--- src/rtl/btb_pkg.sv ---
// Shared definitions for the associative branch target buffer: conditional-jump
// opcodes decoded in EX and the saturating-counter helpers used by every entry.
package btb_pkg;

  localparam logic [3:0] JUMPL  = 4'b0111;
  localparam logic [3:0] JUMPG  = 4'b1000;
  localparam logic [3:0] JUMPE  = 4'b1001;
  localparam logic [3:0] JUMPNE = 4'b1010;

  // Counters are carried in a 4-bit container; only the low ctr_w bits are meaningful.
  function automatic logic [3:0] sat_update(input logic [3:0] ctr, input logic up,
                                            input int unsigned ctr_w);
    logic [3:0] max_v;
    logic [3:0] res;
    max_v = 4'((5'd1 << ctr_w) - 5'd1);
    if (up) begin
      if (ctr == max_v) res = ctr;
      else              res = ctr + 4'd1;
    end else begin
      if (ctr == 4'd0)  res = ctr;
      else              res = ctr - 4'd1;
    end
    return res;
  endfunction

  function automatic logic [3:0] weak_taken(input int unsigned ctr_w);
    return 4'(5'd1 << (ctr_w - 1));
  endfunction

endpackage

--- src/rtl/btb_assoc_if.sv ---
// Fetch-side lookup and EX-side training bundle of the branch target buffer.
interface btb_assoc_if #(
  parameter int PC_W = 16,
  parameter int WAYS = 4
) ();

  logic [PC_W-1:0] fetch_pc;
  logic            ex_valid;
  logic [PC_W-1:0] ex_pc;
  logic            ex_taken;
  logic [PC_W-1:0] ex_target;
  logic            flush;
  logic            btb_hit;
  logic            btb_prediction;
  logic [PC_W-1:0] btb_target;
  logic [WAYS-1:0] btb_hit_way;

  modport master (
    output fetch_pc, ex_valid, ex_pc, ex_taken, ex_target, flush,
    input  btb_hit, btb_prediction, btb_target, btb_hit_way
  );

  modport slave (
    input  fetch_pc, ex_valid, ex_pc, ex_taken, ex_target, flush,
    output btb_hit, btb_prediction, btb_target, btb_hit_way
  );

endinterface

--- src/rtl/btb_entry.sv ---
// One BTB way: valid/tag/target/counter storage plus its own lookup and EX compares.
module btb_entry
  import btb_pkg::*;
#(
  parameter int PC_W  = 16,
  parameter int CTR_W = 2
) (
  input  logic            clk,
  input  logic            rst,
  input  logic            flush_i,
  input  logic            alloc_en_i,
  input  logic            update_en_i,
  input  logic            taken_i,
  input  logic [PC_W-1:0] fetch_pc_i,
  input  logic [PC_W-1:0] ex_pc_i,
  input  logic [PC_W-1:0] ex_target_i,
  output logic            hit_o,
  output logic            ex_match_o,
  output logic            prediction_o,
  output logic            valid_o,
  output logic [PC_W-1:0] target_o
);

  logic             valid_q, valid_d;
  logic [PC_W-1:0]  tag_q, tag_d;
  logic [PC_W-1:0]  target_q, target_d;
  logic [CTR_W-1:0] ctr_q, ctr_d;

  assign hit_o        = valid_q && (tag_q == fetch_pc_i);
  assign ex_match_o   = valid_q && (tag_q == ex_pc_i);
  assign prediction_o = ctr_q[CTR_W-1];
  assign valid_o      = valid_q;
  assign target_o     = target_q;

  // Next-state: flush beats allocation, allocation beats training.
  always_comb begin
    valid_d  = valid_q;
    tag_d    = tag_q;
    target_d = target_q;
    ctr_d    = ctr_q;
    if (flush_i) begin
      valid_d = 1'b0;
    end else if (alloc_en_i) begin
      valid_d  = 1'b1;
      tag_d    = ex_pc_i;
      target_d = ex_target_i;
      ctr_d    = CTR_W'(weak_taken(CTR_W));
    end else if (update_en_i) begin
      ctr_d = CTR_W'(sat_update(4'(ctr_q), taken_i, CTR_W));
      if (taken_i) target_d = ex_target_i;
      else         target_d = target_q;
    end else begin
      valid_d = valid_q;
    end
  end

  // Entry state registers.
  always_ff @(posedge clk or negedge rst) begin
    if (!rst) begin
      valid_q  <= 1'b0;
      tag_q    <= {PC_W{1'b0}};
      target_q <= {PC_W{1'b0}};
      ctr_q    <= {CTR_W{1'b0}};
    end else begin
      valid_q  <= valid_d;
      tag_q    <= tag_d;
      target_q <= target_d;
      ctr_q    <= ctr_d;
    end
  end

endmodule

--- src/rtl/btb_assoc.sv ---
// Fully-associative BTB: per-way entries, lowest-index hit/victim priority,
// round-robin eviction pointer and the registered lookup outputs.
module btb_assoc
  import btb_pkg::*;
#(
  parameter int PC_W  = 16,
  parameter int WAYS  = 4,
  parameter int CTR_W = 2
) (
  input logic         clk,
  input logic         rst,
  btb_assoc_if.slave  bus
);

  localparam int PTR_W = (WAYS > 1) ? $clog2(WAYS) : 1;

  logic [WAYS-1:0]  hit_s, ex_match_s, valid_s, pred_s;
  logic [WAYS-1:0]  hit_sel_s, upd_sel_s, inv_sel_s, victim_s;
  logic [WAYS-1:0]  alloc_en_s, update_en_s;
  logic [PC_W-1:0]  tgt_s [WAYS];
  logic             pred_mux_s, upd_ok_s, any_inv_s;
  logic [PC_W-1:0]  tgt_mux_s;
  logic [PTR_W-1:0] ptr_q, ptr_d;

  logic             hit_q, pred_q;
  logic [PC_W-1:0]  tgt_q;
  logic [WAYS-1:0]  way_q;

  for (genvar g = 0; g < WAYS; g++) begin : g_entry
    btb_entry #(.PC_W(PC_W), .CTR_W(CTR_W)) u_entry (
      .clk          (clk),
      .rst          (rst),
      .flush_i      (bus.flush),
      .alloc_en_i   (alloc_en_s[g]),
      .update_en_i  (update_en_s[g]),
      .taken_i      (bus.ex_taken),
      .fetch_pc_i   (bus.fetch_pc),
      .ex_pc_i      (bus.ex_pc),
      .ex_target_i  (bus.ex_target),
      .hit_o        (hit_s[g]),
      .ex_match_o   (ex_match_s[g]),
      .prediction_o (pred_s[g]),
      .valid_o      (valid_s[g]),
      .target_o     (tgt_s[g])
    );
  end

  // Lowest-set-bit isolation gives lowest-index priority for hits and the first free way.
  always_comb begin
    hit_sel_s  = hit_s & (~hit_s + WAYS'(1));
    upd_sel_s  = ex_match_s & (~ex_match_s + WAYS'(1));
    inv_sel_s  = ~valid_s & (valid_s + WAYS'(1));
    any_inv_s  = |inv_sel_s;
    pred_mux_s = 1'b0;
    tgt_mux_s  = {PC_W{1'b0}};
    for (int i = 0; i < WAYS; i++) begin
      pred_mux_s = pred_mux_s | (pred_s[i] & hit_sel_s[i]);
      tgt_mux_s  = tgt_mux_s | (tgt_s[i] & {PC_W{hit_sel_s[i]}});
    end
    upd_ok_s = bus.ex_valid & ~bus.flush;
    if (any_inv_s) victim_s = inv_sel_s;
    else           victim_s = WAYS'(1) << ptr_q;
    if (upd_ok_s) update_en_s = upd_sel_s;
    else          update_en_s = {WAYS{1'b0}};
    if (upd_ok_s && bus.ex_taken && !(|ex_match_s)) alloc_en_s = victim_s;
    else                                            alloc_en_s = {WAYS{1'b0}};
    // Pointer only moves when a valid way is actually evicted.
    if (bus.flush)                    ptr_d = {PTR_W{1'b0}};
    else if ((|alloc_en_s) && !any_inv_s) ptr_d = ptr_q + PTR_W'(1);
    else                              ptr_d = ptr_q;
  end

  // Round-robin pointer and registered lookup result.
  always_ff @(posedge clk or negedge rst) begin
    if (!rst) begin
      ptr_q  <= {PTR_W{1'b0}};
      hit_q  <= 1'b0;
      pred_q <= 1'b0;
      tgt_q  <= {PC_W{1'b0}};
      way_q  <= {WAYS{1'b0}};
    end else if (bus.flush) begin
      ptr_q  <= ptr_d;
      hit_q  <= 1'b0;
      pred_q <= 1'b0;
      tgt_q  <= {PC_W{1'b0}};
      way_q  <= {WAYS{1'b0}};
    end else begin
      ptr_q  <= ptr_d;
      hit_q  <= |hit_s;
      pred_q <= pred_mux_s;
      tgt_q  <= tgt_mux_s;
      way_q  <= hit_sel_s;
    end
  end

  assign bus.btb_hit        = hit_q;
  assign bus.btb_prediction = pred_q;
  assign bus.btb_target     = tgt_q;
  assign bus.btb_hit_way    = way_q;

endmodule
--- src/flat_wrapper.sv ---
// flat-port wrapper written by rule: the top's interface ports become plain ports
module btb_assoc_flat import btb_pkg::*;
#(
  parameter int PC_W  = 16,
  parameter int WAYS  = 4,
  parameter int CTR_W = 2
)
  (clk, rst, bus_fetch_pc, bus_ex_valid, bus_ex_pc, bus_ex_taken, bus_ex_target, bus_flush, bus_btb_hit, bus_btb_prediction, bus_btb_target, bus_btb_hit_way);
  btb_assoc_if #(.PC_W(PC_W), .WAYS(WAYS)) bus_i ();
  input logic clk;
  input logic rst;
  input wire logic [$bits(bus_i.fetch_pc)-1:0] bus_fetch_pc;
  input wire logic [$bits(bus_i.ex_valid)-1:0] bus_ex_valid;
  input wire logic [$bits(bus_i.ex_pc)-1:0] bus_ex_pc;
  input wire logic [$bits(bus_i.ex_taken)-1:0] bus_ex_taken;
  input wire logic [$bits(bus_i.ex_target)-1:0] bus_ex_target;
  input wire logic [$bits(bus_i.flush)-1:0] bus_flush;
  output wire logic [$bits(bus_i.btb_hit)-1:0] bus_btb_hit;
  output wire logic [$bits(bus_i.btb_prediction)-1:0] bus_btb_prediction;
  output wire logic [$bits(bus_i.btb_target)-1:0] bus_btb_target;
  output wire logic [$bits(bus_i.btb_hit_way)-1:0] bus_btb_hit_way;
  assign bus_i.fetch_pc = bus_fetch_pc;
  assign bus_i.ex_valid = bus_ex_valid;
  assign bus_i.ex_pc = bus_ex_pc;
  assign bus_i.ex_taken = bus_ex_taken;
  assign bus_i.ex_target = bus_ex_target;
  assign bus_i.flush = bus_flush;
  assign bus_btb_hit = bus_i.btb_hit;
  assign bus_btb_prediction = bus_i.btb_prediction;
  assign bus_btb_target = bus_i.btb_target;
  assign bus_btb_hit_way = bus_i.btb_hit_way;
  btb_assoc #(.PC_W(PC_W), .WAYS(WAYS), .CTR_W(CTR_W)) u_core (.clk(clk), .rst(rst), .bus(bus_i));
endmodule
--- config.mk ---
export PLATFORM = sky130hd
export DESIGN_NAME = btb_assoc_flat
export DESIGN_NICKNAME = d
export VERILOG_FILES = /design/src/rtl/btb_pkg.sv /design/src/rtl/btb_assoc_if.sv /design/src/rtl/btb_entry.sv /design/src/rtl/btb_assoc.sv /design/src/flat_wrapper.sv
export SDC_FILE = /design/constraint.sdc
export NUM_CORES = 1
export LEC_CHECK = 0
export CORE_MARGIN = 10
export CORE_UTILIZATION = 30
export CTS_CLUSTER_DIAMETER = 40
export DETAILED_ROUTE_END_ITERATION = 12
export HOLD_SLACK_MARGIN = 0.02
export PLACE_DENSITY = 0.45
export SLEW_MARGIN = 20
export SYNTH_ARGS = -nofsm -noshare
export SYNTH_HDL_FRONTEND = slang
export SYNTH_SLANG_ARGS = --single-unit
--- constraint.sdc ---
create_clock -name clk -period 3.05 [get_ports clk]
set_input_delay 0.4575 -clock clk [delete_from_list [all_inputs] [get_ports clk]]
set_output_delay 0.4575 -clock clk [all_outputs]
set_load 0.02 [all_outputs]
==> metrics list, run 1 <==
* Max-slew violations: 0
- Power per unit of standard cell area: 507.6 mW/mm^2
- Post-Synthesis Cells: 739
- Multiplexer area fraction after synthesis: 0.1798
* CTS tree: built
* Status: finished, final reports clean
- Max-cap violations in this run came to 0.
- For this run the aggregate overflow at the end of global routing stands at 0.
- After detailed routing, the number of vias per cell comes to between 4 and 5.
* Routability congestion estimate from global placement: about 0.9
- Total power consumption of the routed design: about 5.9 mW
- Counting I/O delays and the setup requirement, the final critical path takes 2976 ps.
* Clock skew: between 15 and 20 ps
* CTS H-tree depth: 4
* Setup slack after placement: -668.7 ps
* Placed wire-length estimate: between 15000 and 20000 microns
* Placed insts: 1265
- Clock insertion delay at the later pin of the skew report: 440 ps
- The first detailed-routing pass took 5 iterations.
- Type of the setup path with the least slack: in2reg
- For this run, the number of Yosys warnings is 0.
- For flop-to-flop paths, the worst setup slack is about 80 ps.
- Arr. time, crit path: ~3300 ps
- Share of the yosys chip area belonging to registers: 0.4769
- When the netlist entered floorplanning its net count stood at 796.
- Clock-pin slew was measured on the worst setup and hold paths at 70 ps.
* Final setup violation count: 0
- In this run, CTS created clock tree buffers numbering 17.
- Area growth from synthesis to layout: 34.23%
- In the final routed layout, each cell accounts on average for 20.26 microns.
- All-Layer GR Usage: 0.1479
- Area after detailed placement: ~0.011 sq mm
* Multi-input gate area: 0.004419 sq mm
- Endpoint class of the critical path: flop
- # fillers: roughly 2700
- The cell area that synthesis handed to floorplanning was approximately 0.0086 sq mm.
* Avg Synthesized Cell Area: ~12 sq um
- Measured in cells, the most critical reg-to-reg path has a length of 8.
- Relative max-transition margin: 0.6176
- Design Area, Final: around 0.012 sq mm
- CP Max Fanout: 8
- Count of placed standard cells in the final layout, fillers left out: between 1000 and 1500
* Reg2reg start: u_core.g_entry[1].u_entry.tag_q[0]
- The via count of the first global-routing pass came to between 6000 and 7000.
- Number of cells on the worst hold path: 1
* Detailed-route wire length: 26420 microns
* Number of distinct library cells after synthesis: 55
- Setup total negative slack: 0 ps
* Iteration-0 DRC count of the detailed router: 444
- Commonest cells in the netlist: 164 x sky130_fd_sc_hd__dfrtp_1, 109 x sky130_fd_sc_hd__mux2_2, 70 x sky130_fd_sc_hd__xnor2_1, 67 x sky130_fd_sc_hd__nand2_1, 58 x sky130_fd_sc_hd__xor2_1
* Core footprint: approximately 0.028 sq mm
* Chip height: 189.4 microns
- In this run the core area contains just over 60 standard-cell rows.
* Top post-synthesis cells by area: sky130_fd_sc_hd__dfrtp_1 48%, sky130_fd_sc_hd__mux2_2 14%, sky130_fd_sc_hd__xnor2_1 7.1%
- Of the cells placed in the final design, the portion with a size suffix greater than 1 is 0.3456.
- Maximum operating frequency: roughly 340 MHz
* Buffers on Ports: between 70 and 80
* Post-route DRC: 0
- Number of nets still failing antenna checks after routing: 0
- In this run the clock root is driven by a sky130_fd_sc_hd__clkbuf_16.
- At the pin with the least slew margin, the transition time is 569.3 ps.
* Number of ports placed on the die boundary: 75
- Antenna diodes: 0
- Synth Area in XOR/XNOR: 0.1303
* Starting Density: 0.3072
- Worst setup SP type: primary input
- The share of synthesized area in the top cell type comes to 0.4769.
- Post-synthesis compound-gate area fraction: 0.05772
- Flip-flop and latch area: between 0.004 and 0.005 sq mm
- Classification of the worst-slack hold path: reg2reg
- Peak supply drop: roughly 0.34 mV
- Flip-flop and latch count after synthesis: approximately 160
* Combinational family with the most area after synthesis: multiplexers
- The initial antenna violation count is 0.
- Post-layout utilization of the core: 0.4124
- Worst EP required: 3370 ps
* Fraction of registers with async set or reset after synthesis: 1.000
- The analysis attributes to cell leakage a power of around 5.1 nW.
- Deepest clock path buffer count: 2
- Of the total synthesized cell area, the portion taken by full adders, half adders and majority gates is 0.005816.
- Entering global routing, the biggest net connects ~60 pins.
- Cell type with the largest total area after synthesis: sky130_fd_sc_hd__dfrtp_1
* Number of synthesized flops with an enable pin: 0
* Hold path start: u_core.g_entry[1].u_entry.target_o[3]
- Die Footprint: roughly 0.036 sq mm
- Among all flip-flop cells after synthesis, the most frequent one is sky130_fd_sc_hd__dfrtp_1.
- First-pass GRT wire length: between 40000 and 50000 microns
* Via count: roughly 6400
- Worst hold margin: 508.7 ps
* Most instantiated library cell after synthesis: sky130_fd_sc_hd__dfrtp_1
- In the final design database the tool counted a little under 1000 nets.
- Period utilization: 0.9757
- The path with the worst hold slack has its endpoint at u_core.g_entry[1].u_entry.target_o[3].
- Of the total synthesized cell area, the portion taken by AND, OR, NAND and NOR gates is 0.1201.
- Measured along the x axis, the die boundary spans 189.4 microns.
- Endpoint of the most critical register-to-register path: u_core.g_entry[1].u_entry.target_o[15]
- Hold Violations, Final: 0
- Across all setup checks in the final design, the least slack found is ~74 ps.
- TritonCTS Sinks: between 150 and 200
-- per-layer routing --
metal,GRT usage,part of all wire,vias up
met5,0,0,-
met1,0.2065,0.49,3271
li1,-,-,2966
met2,0.2290,0.46,120
met3,0.02352,0.034,29
met4,0.04579,0.017,0
-- layout by cell type (no fill, tap or decap), types with 4 or more instances in the layout --
cell / Yosys / layout
sky130_fd_sc_hd__clkdlybuf4s50_1: 0 / 62
sky130_fd_sc_hd__or2_2: 5 / 5
sky130_fd_sc_hd__inv_1: 11 / 11
sky130_fd_sc_hd__xnor2_2: 0 / 8
sky130_fd_sc_hd__nand2_1: 67 / 67
sky130_fd_sc_hd__dfrtp_1: 164 / 164
sky130_fd_sc_hd__xnor2_1: 70 / 62
sky130_fd_sc_hd__a31oi_1: 17 / 17
sky130_fd_sc_hd__or4_4: 1 / 5
sky130_fd_sc_hd__dlygate4sd2_1: 0 / 4
sky130_fd_sc_hd__xor2_2: 0 / 4
sky130_fd_sc_hd__a21o_1: 18 / 18
sky130_fd_sc_hd__buf_4: 1 / 105
sky130_fd_sc_hd__nor2_1: 11 / 11
sky130_fd_sc_hd__clkinv_4: 0 / 4
sky130_fd_sc_hd__o21ai_0: 5 / 5
sky130_fd_sc_hd__dlymetal6s2s_1: 0 / 7
sky130_fd_sc_hd__mux2_2: 109 / 109
sky130_fd_sc_hd__a21oi_1: 8 / 7
sky130_fd_sc_hd__nor3_1: 9 / 8
sky130_fd_sc_hd__clkinv_8: 0 / 4
sky130_fd_sc_hd__ha_1: 4 / 4
sky130_fd_sc_hd__nand4_1: 24 / 24
sky130_fd_sc_hd__nand3_1: 13 / 13
sky130_fd_sc_hd__buf_12: 1 / 14
sky130_fd_sc_hd__xor2_1: 58 / 54
sky130_fd_sc_hd__nand3b_1: 18 / 18
sky130_fd_sc_hd__mux2_4: 20 / 20
sky130_fd_sc_hd__nor4_1: 18 / 15
sky130_fd_sc_hd__clkbuf_16: 0 / 18
-- final cells by class --
type / instances / share of cell area
clock buffer: 18 / 0.03802
clock inverter: 14 / 0.01636
inverter: 11 / 0.003575
multi-input combinational: 523 / 0.3826
sequential: 164 / 0.3553
tap: 378 / 0.04094
timing repair buffer: 196 / 0.1632
-- worst max-delay path: stages --
cell and delay (ps):
sky130_fd_sc_hd__clkdlybuf4s50_1 500, sky130_fd_sc_hd__buf_4 190, sky130_fd_sc_hd__xnor2_1 160, sky130_fd_sc_hd__nand4_1 160, sky130_fd_sc_hd__or4_4 560, sky130_fd_sc_hd__o22a_1 210, sky130_fd_sc_hd__and4_4 170, sky130_fd_sc_hd__a32oi_4 350
sky130_fd_sc_hd__buf_12 190, sky130_fd_sc_hd__mux2_2 340
-- flip-flops by register name, summed over array words and instances, names as in the netlist --
name	cells
u_core.bus.btb_target	16
u_core.g_entry.u_entry.target_o	64
u_core.g_entry.u_entry.valid_o	4
u_core.g_entry.u_entry.tag_q	64
u_core.bus.btb_hit_way	4
u_core.bus.btb_prediction	1
u_core.bus.btb_hit	1
u_core.ptr_q	2
u_core.g_entry.u_entry.ctr_q	8
-- what timing repair did --
action | CTS | global route
gates cloned | 1 | 1
hold buffers | 1 | 0
endpoints found under the setup margin | 89 | 96
endpoints found under the hold margin | 50 | 0
pin swaps | 2 | 7
setup buffers | 1 | 3
resized for setup | 10 | 23
-- how the worst max path moves through the flow --
stage,startpoint,endpoint,slack (ps),cells past startpoint
detailed placement,bus_ex_pc[8],u_core.g_entry[0].u_entry.target_o[1],-670,11
global placement,bus_ex_pc[8],u_core.g_entry[0].u_entry.target_o[1],-660,11
finish,bus_ex_pc[11],u_core.g_entry[1].u_entry.target_o[15],70,10
global route,u_core.g_entry[1].u_entry.tag_q[0],u_core.g_entry[0].u_entry.target_o[11],-6,10
floorplan,bus_ex_pc[7],u_core.g_entry[1].u_entry.target_o[10],-60,10
CTS,bus_ex_pc[3],u_core.g_entry[0].u_entry.target_o[1],20,12
-- kinds of logic after synthesis --
logic type | count (synthesis)
buffers and inverters | 52
xor gates and xnor gates | 128
and+or+nand+nor | 191
DFF | 164
adders and majority gates | 4
AOI/OAI and AO/OA | 69
muxes | 131
-- where the power goes --
group | switching (mW) | total, mW | internal (mW)
clock | 1.08 | 2.29 | 1.21
combinational | 0.466 | 1.01 | 0.546
sequential | 0.185 | 2.57 | 2.38
Power figures use the tool's default switching activity.
==> run 2: changes to the inputs <==
Settings changed: CELL_PAD_IN_SITES_DETAIL_PLACEMENT set to 1, CELL_PAD_IN_SITES_GLOBAL_PLACEMENT set to 1, CTS_BUF_LIST set to sky130_fd_sc_hd__clkbuf_4, PLACE_DENSITY 0.45 to 0.53.
==> metrics list, run 2 (synthesis results as in run 1) <==
- Leading cell types in the layout, fill and taps excluded: 164 x sky130_fd_sc_hd__dfrtp_1, 110 x sky130_fd_sc_hd__buf_4, 109 x sky130_fd_sc_hd__mux2_2
* Placed insts: between 1000 and 1500
* Iteration-0 DRC count of the detailed router: 370
* Worst setup SP type: flop
- After detailed placement, the total cell area comes to ~0.011 sq mm.
- In this run the static leakage power is 4.823 nW.
- Setup violations remaining at the end of the flow were counted as 0.
- Input and output buffers added on the ports amount to 74.
- Setup total negative slack: 0 ps
- Clk Tree Root Cell: sky130_fd_sc_hd__clkbuf_4
- By startpoint and endpoint, the worst setup path is classified as reg2reg.
- Worst hold margin: slightly above 400 ps
* Endpoint of the most critical register-to-register path: u_core.g_entry[0].u_entry.target_o[4]
- IR analysis of the VDD net gives a maximum drop of between 0.2 and 0.25 mV.
* Endpoint class of the critical path: flop
* TritonCTS Sinks: ~160
* CP Max Fanout: 8
* Classification of the worst-slack hold path: in2async
- Post-route DRC: 0
* Clock transition at the register clock pins on the worst setup and hold paths after CTS: between 150 and 200 ps
* Routed vias/inst: slightly below 5
- Number of nets still failing antenna checks after routing: 0
- Most common cell after layout, fill and taps aside: sky130_fd_sc_hd__dfrtp_1
- Power spread over the standard cell area amounts to between 400 and 500 mW/mm^2.
* CTS H-tree depth: 4
- The most critical setup path has its endpoint at u_core.g_entry[0].u_entry.target_o[4].
* Clock insertion delay at the later pin of the skew report: roughly 600 ps
* Core footprint: 0.02801 sq mm
* Number of clock buffers inserted by TritonCTS: 17
- The via count of the first global-routing pass is between 7000 and 8000.
* First-pass GRT wire length: 42870 microns
* Multi-input gate area: roughly 0.0044 sq mm
- Antenna violations before repair: 1
* Routability congestion estimate from global placement: approximately 0.9
- Flip-flop and latch area: 0.004104 sq mm
- Via count: between 6000 and 7000
- Design Area, Final: approximately 0.011 sq mm
- Relative max-transition margin: 0.5165
- Across the run, the number of max-cap violations was 0.
- Die W: about 190 microns
* Max-slew violations: 0
- The wire-length estimate of the detail-placed layout is 20280 microns.
- In the final design database the tool counted about 1000 nets.
* Detailed-route wire length: about 28000 microns
- On the final layout, the worst clock skew is about 35 ps.
- Count of placed standard cells in the final layout, fillers left out: approximately 1300
- Actual slew at the worst max-slew pin: slightly above 700 ps
- Row generation in the floorplan step produced 61 rows.
* Detail-routed net length per standard cell: between 20 and 25 microns
* Die Footprint: approximately 0.036 sq mm
- Across every metal layer, demand over resource in global routing totals 0.1538.
* Status: finished, final reports clean
- Deepest clock path buffer count: 2
- First drt pass iteration count: 4
* Cell count of the worst reg-to-reg path: 10
- Counting the fill cells in the layout gives between 3000 and 4000.
* Number of ports placed on the die boundary: 75
- Period utilization: 0.9850
- CTS tree: built
- Hold Violations, Final: 0
- Reg2reg start: u_core.g_entry[1].u_entry.tag_q[13]
- Starting Density: 0.3072
* Minimum clock period: 3004 ps
- For the worst setup path, the data required time is between 3000 and 4000 ps.
- The most critical setup path has its startpoint at u_core.g_entry[1].u_entry.tag_q[13].
- Of the cells placed in the final design, the portion with a size suffix greater than 1 is 0.3412.
- Entering global routing, the biggest net connects approximately 70 pins.
- Area growth from synthesis to layout: 30.14%
* Setup slack of the worst register-to-register path: roughly 46 ps
- Maximum operating frequency: approximately 330 MHz
- Chip height: 189.4 microns
- Total global routing overflow: 0
- Arr. time, crit path: roughly 3500 ps
[run 2: cell types whose count changed in the layout (fill, tap and decap cells not counted), sizes merged, moves of 2 or more]
| cell | delta |
|---|---|
| clkdlybuf4s50 | +11 |
| dlymetal6s2s | -7 |
| buf | +6 |
| dlygate4sd2 | -4 |
| clkinv | -2 |
| clkinvlp | +2 |
| inv | +2 |
[run 2: how the worst min path moves through the flow]
stage / startpoint / to / slack (ps) / depth (start not counted)
floorplan: rst / u_core.bus.btb_hit / 160 / 0
global placement: u_core.g_entry[0].u_entry.ctr_q[0] / u_core.g_entry[0].u_entry.ctr_q[0] / 480 / 1
detailed placement: u_core.g_entry[0].u_entry.target_o[12] / u_core.g_entry[0].u_entry.target_o[12] / 490 / 1
CTS: rst / u_core.g_entry[3].u_entry.target_o[12] / 430 / 2
global route: rst / u_core.g_entry[2].u_entry.tag_q[10] / 450 / 2
finish: rst / u_core.g_entry[2].u_entry.tag_q[10] / 400 / 2
[run 2: worst max-delay path: stages (launching register included)]
cell                        delay (ps)
sky130_fd_sc_hd__dfrtp_1           450
sky130_fd_sc_hd__xor2_2            180
sky130_fd_sc_hd__or4_4             540
sky130_fd_sc_hd__or4_4             440
sky130_fd_sc_hd__buf_4             160
sky130_fd_sc_hd__o22ai_2           160
sky130_fd_sc_hd__buf_4             150
sky130_fd_sc_hd__nor4_4             50
sky130_fd_sc_hd__o21ai_4           230
sky130_fd_sc_hd__clkbuf_16         210
sky130_fd_sc_hd__mux2_2            340
[run 2: through the flow]
step | power (mW) | setup WS, ps | utilization
after floorplan | 3.079 | -63.61 | -
after global placement | 3.549 | -525.0 | 0.3817
after detailed placement | 3.589 | -573.0 | 0.3817
after CTS | 5.001 | 3.586 | 0.3957
after global routing | 5.196 | -31.11 | 0.3998
final | 4.944 | 45.78 | 0.3998
[run 2: cell type report]
class                   instances  share of cell area
inverters                      11            0.003687
multi-input cells             523              0.3893
repair buffers                202              0.1708
diodes                          1           0.0002234
flip-flops and latches        164              0.3664
clock inverters                15             0.01586
well taps                     378             0.04223
clock buffers                  17             0.01140
[run 2: routing by layer]
layer  global-route usage  wire [microns]  share of wire
met1               0.2047           13130           0.48
met2               0.2475           12870           0.47
met3              0.03473            1203          0.044
met4              0.03663             383          0.014
met5                    0               0              0
[run 2: power by group]
group	leakage, nW	switching [mW]	internal, mW
Sequential	2.17	0.177	2.38
Clock	0.158	0.981	0.390
Combinational	2.49	0.472	0.542
Total	4.82	1.63	3.31
[run 2: what timing repair did]
item / CTS / global route
hold buffers: 1 / 0
gates cloned: 1 / 1
endpoints found under the hold margin: 65 / 0
pin swaps: 1 / 9
resized for setup: 3 / 14
setup buffers: 5 / 5
setup endpoints to repair: 27 / 76
==> run 3: changes to the inputs <==
Settings changed: GPL_TIMING_DRIVEN set to 0.
==> metrics list, run 3 (synthesis results as in run 1) <==
* Clock transition at the register clock pins on the worst setup and hold paths after CTS: 170 ps
- CTS tree: built
* Arr. time, crit path: between 3000 and 4000 ps
* Vias in the first global route: approximately 7000
- Post-route DRC: 0
- Crit-path slowest cell: sky130_fd_sc_hd__or4_4
- After routing the design area is 0.01055 sq mm.
- In this run the power density over the cells is about 470 mW/mm^2.
- The flow ran to the end, and the final reports show no timing, DRC or antenna violations.
- The net count of the finished layout is ~900.
* Die W: between 150 and 200 microns
- The die is roughly 190 microns tall.
- For this run, the slowest stage of the critical path takes 580 ps.
- Worst EP required: about 3500 ps
* Delay-heaviest family, CP: simple AND/OR/NAND/NOR gates
* Iteration-0 DRC count of the detailed router: 365
- Maximum number of pins on one net before global-route repair: a little under 90
* Total global routing overflow: 0
- Via count: 6224
- The tightest min-delay check is of the in2reg type.
* Die Footprint: 0.03586 sq mm
* Relative max-transition margin: 0.4624
- In the finished design, the share of the clock period the worst path needs comes to 0.9990.
* Row Count: 61
* Core footprint: roughly 0.028 sq mm
- The count of nets left with antenna violations once routing finished came out at 0.
* Deepest clock path buffer count: 2
- For this configuration, the core starts out at a cell density of 0.3072.
- Number of clock buffers inserted by TritonCTS: 17
- The final number of hold-violating endpoints was 0.
- Count of placed standard cells in the final layout, fillers left out: roughly 1200
- Area after detailed placement: about 0.0097 sq mm
- RSZ-0062 raised after global routing: yes
- Peak supply drop: ~0.22 mV
* Cell Chain, Critical Path: xnor2_1 > nand4_1 > or4_4 > o22a_1 > and4_4 > a32oi_4 > buf_6 > mux2_4
- Power comes to ~4.9 mW.
* Post-route worst setup slack: 3.143 ps
* Buffers on Ports: 57
- The root buffer cell chosen for the clock tree is sky130_fd_sc_hd__clkbuf_4.
* Actual slew at the worst max-slew pin: 796.0 ps
* Routability congestion estimate from global placement: a little under 0.9
* Placed wire-length estimate: 20400 microns
- Routed vias/inst: around 5.1
- Number of ports placed on the die boundary: between 70 and 80
- The tool flagged a number of max-cap violations equal to 0.
- For this design the static power due to leakage is 4.438 nW.
* Clock insertion delay at the later pin of the skew report: about 590 ps
* Critical path buffers and inverters: 1
- Minimum clock period: between 3000 and 4000 ps
- The initial antenna violation count was 1.
* Maximum operating frequency: around 330 MHz
- Placed insts: around 1200
* Leading cell types in the layout, fill and taps excluded: 164 x sky130_fd_sc_hd__dfrtp_1, 102 x sky130_fd_sc_hd__mux2_2, 70 x sky130_fd_sc_hd__xnor2_1
- Of the cells placed in the final design, the portion with a size suffix greater than 1 is 0.2847.
* Clock skew: between 40 and 50 ps
- Detailed-route wire length: between 20000 and 30000 microns
- The pre-antenna-repair detailed-routing pass consisted of 5 iterations.
- Prior to clock tree synthesis, the placed netlist has a worst setup slack of -1099 ps.
- Setup violations remaining at the end of the flow were counted as 0.
- The critical path is of the reg2reg type.
- First-pass GRT wire length: 43190 microns
- The number of pins exceeding their max-slew limit in the final report is 0.
- CP Max Fanout: 6
- From synthesis to final layout, the design area changed by 22.58%.
* Detail-routed net length per standard cell: 22.70 microns
* Most common cell after layout, fill and taps aside: sky130_fd_sc_hd__dfrtp_1
- CTS saw approximately 160 sinks.
- In the global route stage, overall resource usage came out at 0.1571.
* CTS H-tree depth: 4
* Endpoint class of the critical path: flop
- Worst setup SP type: flop
[run 3: metal layers]
layer / vias to the layer above / GRT usage / part of all wire
li1: 2816 / - / -
met1: 3257 / 0.2154 / 0.48
met2: 125 / 0.2476 / 0.46
met3: 26 / 0.03363 / 0.046
met4: 0 / 0.03480 / 0.013
met5: - / 0 / 0
[run 3: layout make-up]
| cell class | count | area (sq um) |
|---|---|---|
| Multi-Input combinational cell | 523 | 4472 |
| Inverter | 11 | 41.29 |
| Buffer | 37 | 269.0 |
| Timing Repair Buffer | 83 | 873.3 |
| Tap cell | 378 | 473.0 |
| Fill cell | 3068 | 17460 |
| Sequential cell | 164 | 4104 |
| Clock buffer | 18 | 135.1 |
| Antenna cell | 1 | 2.502 |
| Clock inverter | 14 | 178.9 |
[run 3: timing repair]
action	CTS	global route
endpoints found under the setup margin	141	91
hold endpoints to repair	87	0
gates cloned	2	0
pin swaps	9	7
buffers inserted	19	4
gates resized for setup	66	15
hold buffers	1	0
[run 3: through the flow]
stage / hold WS, ps / setup TNS, ps / utilization
final: 160.1 / 0 / 0.3766
after global routing: 111.9 / -615.8 / 0.3766
after CTS: 117.6 / -1590 / 0.3763
after detailed placement: 489.4 / -85450 / 0.3479
after global placement: 480.7 / -1007040 / 0.3455
after floorplan: 161.9 / -636.1 / -
[run 3: final timing paths]
| path | from | end | slack (ps) | cells past startpoint |
|---|---|---|---|---|
| setup / recovery | u_core.g_entry[2].u_entry.tag_q[10] | u_core.g_entry[1].u_entry.target_o[15] | 3 | 8 |
| hold / removal | bus_ex_pc[13] | u_core.g_entry[1].u_entry.tag_q[13] | 160 | 2 |
| setup reg to reg | u_core.g_entry[2].u_entry.tag_q[10] | u_core.g_entry[1].u_entry.target_o[15] | 3 | 8 |
| hold reg to reg | u_core.g_entry[2].u_entry.target_o[1] | u_core.g_entry[2].u_entry.target_o[1] | 520 | 1 |
| max in group asynchronous | rst | u_core.g_entry[0].u_entry.target_o[15] | 1730 | 3 |
| min in group asynchronous | rst | u_core.g_entry[0].u_entry.tag_q[10] | 470 | 2 |
[run 3: power breakdown]
part           internal (mW)  total [mW]  switching (mW)
sequential              2.38        2.57           0.185
clock                  0.537        1.46           0.923
combinational          0.441       0.881           0.440
[run 3: worst reg2reg max path, stage by stage, from the launching register on]
cell and delay [ps]:
sky130_fd_sc_hd__dfrtp_1 450, sky130_fd_sc_hd__xnor2_1 510, sky130_fd_sc_hd__nand4_1 160, sky130_fd_sc_hd__or4_4 580, sky130_fd_sc_hd__o22a_1 230, sky130_fd_sc_hd__and4_4 190, sky130_fd_sc_hd__a32oi_4 310, sky130_fd_sc_hd__buf_6 210
sky130_fd_sc_hd__mux2_4 310
